===== config.mk =====
export PLATFORM = sky130hd
export DESIGN_NAME = pipelined_adder
export DESIGN_NICKNAME = d
export VERILOG_FILES = /design/src/rtl/pipelined_adder.sv
export SDC_FILE = /design/constraint.sdc
export NUM_CORES = 1
export LEC_CHECK = 0
export ABC_AREA = 1
export BUFFER_PORTS_ARGS = -buffer_cell sky130_fd_sc_hd__buf_2
export CORE_MARGIN = 2
export CORE_UTILIZATION = 35
export DETAILED_ROUTE_END_ITERATION = 8
export PLACE_DENSITY_LB_ADDON = 0.1
export SYNTH_ARGS = -nofsm -noshare
export SYNTH_HDL_FRONTEND = slang
export SYNTH_SLANG_ARGS = --single-unit

===== constraint.sdc =====
create_clock -name clk -period 5.48 [get_ports clk]
set_input_delay 0.548 -clock clk [delete_from_list [all_inputs] [get_ports clk]]
set_output_delay 0.548 -clock clk [all_outputs]
set_load 0.1 [all_outputs]

===== src/rtl/pipelined_adder.sv =====
`timescale 1ns/1ps
`default_nettype none
// ============================================================================
//  Module   : pipelined_adder
//  Purpose  : Parametrised pipelined WIDTH-bit adder/subtractor. The carry
//             chain is cut into STAGES equal slices with one register stage
//             per slice. A valid/ready handshake on both sides allows one
//             operation per cycle and a clean stall under back-pressure.
//
//  Parameters
//    WIDTH      operand/result width, must be a multiple of STAGES
//    STAGES     number of pipeline stages (>= 1)
//
//  Ports
//    clk        rising-edge clock
//    rst        synchronous active-high reset
//    in_valid   operand set on a/b/cin/sub is valid
//    in_ready   operand set is accepted on this edge (= advance enable)
//    a, b       operands (unsigned or two's complement)
//    cin        carry-in, ignored when sub = 1
//    sub        0: a + b + cin, 1: a - b
//    out_valid  sum/cout (and flags) hold a result
//    out_ready  consumer takes the result on this edge
//    sum        result, mod 2^WIDTH
//    cout       carry out of the MSB (subtract: 1 = no borrow)
//    zero, neg, ovf   status flags, only when PIPE_ADDER_FLAGS_EN is defined
//
//  Build option
//    PIPE_ADDER_FLAGS_EN  adds registered zero/neg/ovf outputs aligned with
//                         sum. Undefined by default.
//
//  Revision : 1.0  initial release
// ============================================================================
module pipelined_adder #(
    parameter int WIDTH  = 16,
    parameter int STAGES = 4
) (
    input  logic             clk,
    input  logic             rst,
    input  logic             in_valid,
    output logic             in_ready,
    input  logic [WIDTH-1:0] a,
    input  logic [WIDTH-1:0] b,
    input  logic             cin,
    input  logic             sub,
    output logic             out_valid,
    input  logic             out_ready,
    output logic [WIDTH-1:0] sum,
    output logic             cout
`ifdef PIPE_ADDER_FLAGS_EN
    ,
    output logic             zero,
    output logic             neg,
    output logic             ovf
`endif
);

    // Bits resolved by each stage.
    localparam int c_SW = WIDTH / STAGES;

    // ------------------------------------------------------------------
    // Handshake. The whole pipe moves as one: it advances whenever the
    // output register is empty or being drained. in_ready depends only on
    // the output side, never on in_valid, so no combinational loop can
    // form through an upstream producer.
    // ------------------------------------------------------------------
    logic             w_adv;
    logic             w_accept;
    logic [WIDTH-1:0] w_b_eff;
    logic             w_cin_eff;

    assign w_adv     = !out_valid || out_ready;
    assign in_ready  = w_adv;
    assign w_accept  = in_valid && w_adv;

    // Subtraction as a + ~b + 1; the user carry-in is ignored in that mode.
    assign w_b_eff   = sub ? ~b : b;
    assign w_cin_eff = sub ? 1'b1 : cin;

    // ------------------------------------------------------------------
    // Stage k adds slice k of the operands with the carry registered by
    // stage k-1. After stage k, bits [(k+1)*c_SW-1:0] of the sum are
    // known and carried forward; the not-yet-consumed upper operand bits
    // travel alongside in skew registers so every slice meets its carry
    // in the right cycle.
    // ------------------------------------------------------------------
    for (genvar k = 0; k < STAGES; k++) begin : g_stage
        localparam int c_LO = k * c_SW;        // first bit handled here
        localparam int c_HI = (k + 1) * c_SW;  // bits known after this stage

        logic [c_SW-1:0] w_a_sl;
        logic [c_SW-1:0] w_b_sl;
        logic            w_c_in;
        logic            w_v_in;
        logic [c_SW:0]   w_add;
        logic [c_HI-1:0] w_sum_nxt;

        logic [c_HI-1:0] r_sum;
        logic            r_carry;
        logic            r_valid;

        if (k == 0) begin : g_head
            // First slice takes its operands straight from the ports.
            assign w_a_sl    = a[c_SW-1:0];
            assign w_b_sl    = w_b_eff[c_SW-1:0];
            assign w_c_in    = w_cin_eff;
            assign w_v_in    = w_accept;
            assign w_sum_nxt = w_add[c_SW-1:0];
        end else begin : g_body
            // Later slices take operands from the previous skew register
            // and append their result above the already-resolved bits.
            assign w_a_sl    = g_stage[k-1].g_skew.r_a[c_LO +: c_SW];
            assign w_b_sl    = g_stage[k-1].g_skew.r_b[c_LO +: c_SW];
            assign w_c_in    = g_stage[k-1].r_carry;
            assign w_v_in    = g_stage[k-1].r_valid;
            assign w_sum_nxt = {w_add[c_SW-1:0], g_stage[k-1].r_sum};
        end

        // One slice of ripple: the only arithmetic between registers.
        assign w_add = {1'b0, w_a_sl} + {1'b0, w_b_sl} + {{c_SW{1'b0}}, w_c_in};

        // Data moves together with its valid bit; a bubble entering a stage
        // just carries valid = 0, its data content is don't-care.
        always_ff @(posedge clk) begin
            if (rst) begin
                r_sum   <= '0;
                r_carry <= 1'b0;
                r_valid <= 1'b0;
            end else if (w_adv) begin
                r_sum   <= w_sum_nxt;
                r_carry <= w_add[c_SW];
                r_valid <= w_v_in;
            end
        end

        // Skew registers for the operand bits still to be added. The final
        // stage has none left, so it has no skew register at all.
        if (k < STAGES - 1) begin : g_skew
            logic [WIDTH-1:c_HI] w_a_up;
            logic [WIDTH-1:c_HI] w_b_up;
            logic [WIDTH-1:c_HI] r_a;
            logic [WIDTH-1:c_HI] r_b;

            if (k == 0) begin : g_src_port
                assign w_a_up = a[WIDTH-1:c_HI];
                assign w_b_up = w_b_eff[WIDTH-1:c_HI];
            end else begin : g_src_prev
                assign w_a_up = g_stage[k-1].g_skew.r_a[WIDTH-1:c_HI];
                assign w_b_up = g_stage[k-1].g_skew.r_b[WIDTH-1:c_HI];
            end

            always_ff @(posedge clk) begin
                if (rst) begin
                    r_a <= '0;
                    r_b <= '0;
                end else if (w_adv) begin
                    r_a <= w_a_up;
                    r_b <= w_b_up;
                end
            end
        end

`ifdef PIPE_ADDER_FLAGS_EN
        // Flags are computed from the final stage's adder inputs and
        // registered together with the sum, so they stay aligned with it.
        if (k == STAGES - 1) begin : g_flags
            logic w_msb_cin;
            logic r_zero;
            logic r_neg;
            logic r_ovf;

            // Carry into the MSB recovered from the MSB's own sum bit.
            assign w_msb_cin = w_a_sl[c_SW-1] ^ w_b_sl[c_SW-1] ^ w_add[c_SW-1];

            always_ff @(posedge clk) begin
                if (rst) begin
                    r_zero <= 1'b0;
                    r_neg  <= 1'b0;
                    r_ovf  <= 1'b0;
                end else if (w_adv) begin
                    r_zero <= (w_sum_nxt == '0);
                    r_neg  <= w_sum_nxt[c_HI-1];
                    r_ovf  <= w_msb_cin ^ w_add[c_SW];
                end
            end
        end
`endif
    end

    // ------------------------------------------------------------------
    // Outputs come straight from the final stage registers; holding the
    // whole pipe while out_ready is low keeps them stable.
    // ------------------------------------------------------------------
    assign out_valid = g_stage[STAGES-1].r_valid;
    assign sum       = g_stage[STAGES-1].r_sum;
    assign cout      = g_stage[STAGES-1].r_carry;

`ifdef PIPE_ADDER_FLAGS_EN
    assign zero = g_stage[STAGES-1].g_flags.r_zero;
    assign neg  = g_stage[STAGES-1].g_flags.r_neg;
    assign ovf  = g_stage[STAGES-1].g_flags.r_ovf;
`endif

endmodule

`default_nettype wire


==> out/results.tsv <==
stage	metric	value	unit
timing	worstMarginPinSlew	1017	ps
yosys	yosysWarnings	0	
timing	relSlewSlack	0.3220	
timing	setup_viol	0	
worst_setup_path	path_delay_family	buffers and inverters	
yosys	synth_top_family_by_area	simple AND/OR/NAND/NOR gates	
layout	drive_above_1_share	0.1513	
drt	drc	0	
worst_setup_path	path_buf_inv	2	
cts	cts-buffers-inserted	9	
drt	via_per_inst	4.641	
floorplan	die_area	12370	sq um
worst_setup_path	cp_slowest_cell	buf_4	
timing	max_clock_freq	0.3806	GHz
cts	clock_path_buffers	2	
global_routing	grt_usage	0.1376	
floorplan	die_h	111.2	um
yosys	ys_types	22	
timing	slew_viol_final	0	
min_path	hp-class	in2reg	
global_routing	grt_max_degree	116	
floorplan	die_x	111.2	um
layout	area_growth	14.18	%
drt	dr_total_vias	3179	
pwr	powerDensity	349.2	nW/um^2
layout	layout_common_cells	132 x nor2_1, 96 x dfxtp_1, 85 x o21ai_0	
worst_setup_path	crit_chain	nand2_4 -> buf_4 -> buf_2	
worst_setup_path	critPathKind	reg2out	
timing	finalSetupTns	0	ps
worst_setup_path	crit_path_start_kind	flop	
global_routing	grt_pass1_vias	2992	
flow_run	drv_cap	0	
yosys	syn_area	4024	sq um
layout	fillCellCount	1207	
yosys	ys_seq_area_frac	0.4776	
yosys	synth_nets	557	
floorplan	rows	39	
worst_setup_path	cpPeakStageDelay	750	ps
floorplan	io_pins	57	
floorplan	initial_core_util	0.3554	
yosys	avgSynthCellArea	8.064	sq um
cts	cts_hold_buf	0	
cts	root_buffer	clkbuf_16	
drt	dr.pass1.iters	4	
timing	fin_skew	4.375	ps
yosys	ys_ff_latch	96	
yosys	yosys-top-cells-area	dfxtp_1 48%, nor2_1 12%, o21ai_0 11%, fa_1 4.0%, ha_1 3.7%	
worst_setup_path	critPathArrivalTime	2080	ps
global_routing	grt_pass1_wl	14000	um
cts	cts_sinks	96	
placement	place_hpwl	5004	um
yosys	synthAdderAreaFrac	0.07711	
pwr	p_leak	2.022	nW
global_routing	antenna_found_initial	0	
timing	period_share	0.4795	
cts	clkTransAtPathRegs	60	ps
placement	io_buffers	56	
yosys	synth-simple-area-share	0.1760	
timing	finalHoldViolCount	0	
status	status	complete, no violations	
yosys	synth_xor_xnor_area_share	0.02830	
placement	gp_congestion	0.7539	
yosys	synth_top_area_share	0.4776	
pwr	power	1.604	mW
yosys	muxShareOfSynthArea	0	
cts	cts_tree	built	
drt	drt-initial-drc-count	231	
cts	htree_levels	3	
layout	antennaDiodeCount	0	
worst_setup_path	crit_fanout	115	
layout	layout_commonest_cell	nor2_1	
drt	detail-route-antenna-nets	0	
layout	seq_area	1922	sq um
yosys	synthesis.instances	499	
cts	post_cts_buffers	0	
layout	multiInputGateArea	1797	sq um
cts	clk_latency	330	ps
worst_setup_path	required	4930	ps
drt	routed_wl	8213	um
global_routing	grt-ovfl-total	0	
worst_setup_path	endpoint_kind	output port	
cts	cts_resized	0	
pwr	vdd_drop_max	0.1558	mV
timing	rsz0062_at_grt	false	
yosys	synth_compound_area_frac	0.1651	
layout	fin_nets	595	
timing	min_period	2627	ps
yosys	synth_area_leader_cell	dfxtp_1	
drt	wl_per_cell	11.99	um
floorplan	core	11320	sq um
## registers in the layout (all words and copies together), names as in the netlist
register and flops:
sum 16, g_stage.r_carry 3, g_stage.r_sum 24, g_stage.g_skew.r_a 24, out_valid 1, g_stage.g_skew.r_b 24
g_stage.r_valid 3, cout 1
## cell families after synthesis
family	after synthesis
flip-flops	96
adder cells (fa/ha/maj)	20
AND/OR/NAND/NOR	177
XOR/XNOR	13
AO/OA/AOI/OAI	131
buffers and inverters	62
## cells in the mapped netlist (all sizes together)
cell type	instances
fa	8
dfxtp	96
nand3	10
nand3b	1
xnor2	7
or2	8
nor2	132
buf	24
ha	12
nand2	26
a31oi	7
xor2	6
clkbuf	8
inv	30
a21oi	25
o21ai	99
## routing by layer
layer | share of wire | vias up | wire [um] | global-route usage
met1 | 0.53 | 1414 | 4314 | 0.1957
met3 | 0.046 | 11 | 381 | 0.02679
met5 | 0 | - | 0 | 0
met2 | 0.41 | 58 | 3368 | 0.2020
met4 | 0.018 | 0 | 148 | 0.06173
li1 | - | 1696 | - | -
## per-stage QoR
step | setup WS, ps | area (sq um) | hold slack [ps] | cells | util
detailed placement | 2846 | 4313 | 463.5 | 669 | 0.3810
CTS | 2806 | 4594 | 374.6 | 685 | 0.4058
floorplan | 3255 | 4024 | 429.7 | 499 | -
finish | 2853 | 4594 | 386.7 | 685 | 0.4058
global route | 2700 | 4594 | 386.7 | 685 | 0.4058
global placement | 2839 | 4313 | 461.0 | 669 | 0.3810
## power breakdown
part	switching, mW	internal (mW)	total, mW
sequential	0.0264	0.751	0.777
clock	0.249	0.352	0.600
combinational	0.151	0.0759	0.227
total	0.426	1.18	1.60
## final timing paths
check	startpoint	endpoint	slack [ps]	cells after the start
worst min-delay path	rst	out_valid$_SDFFE_PP0N_	390	2
worst max-delay path	out_valid$_SDFFE_PP0N_	in_ready	2850	3
worst max register to register	out_valid$_SDFFE_PP0N_	g_stage[1].g_skew.r_b[9]$_SDFFE_PP0N_	3680	5
worst min register to register	g_stage[2].r_sum[9]$_SDFFE_PP0N_	sum[9]$_SDFFE_PP0N_	480	2
## final cells by class
class / count / area share
Timing Repair Buffer: 59 / 0.06590
Inverter: 30 / 0.02451
Sequential cell: 96 / 0.4183
Clock buffer: 12 / 0.05147
Tap cell: 143 / 0.03894
Multi-Input combinational cell: 341 / 0.3911
Clock inverter: 4 / 0.009804
(Power assumes the default switching activity.)
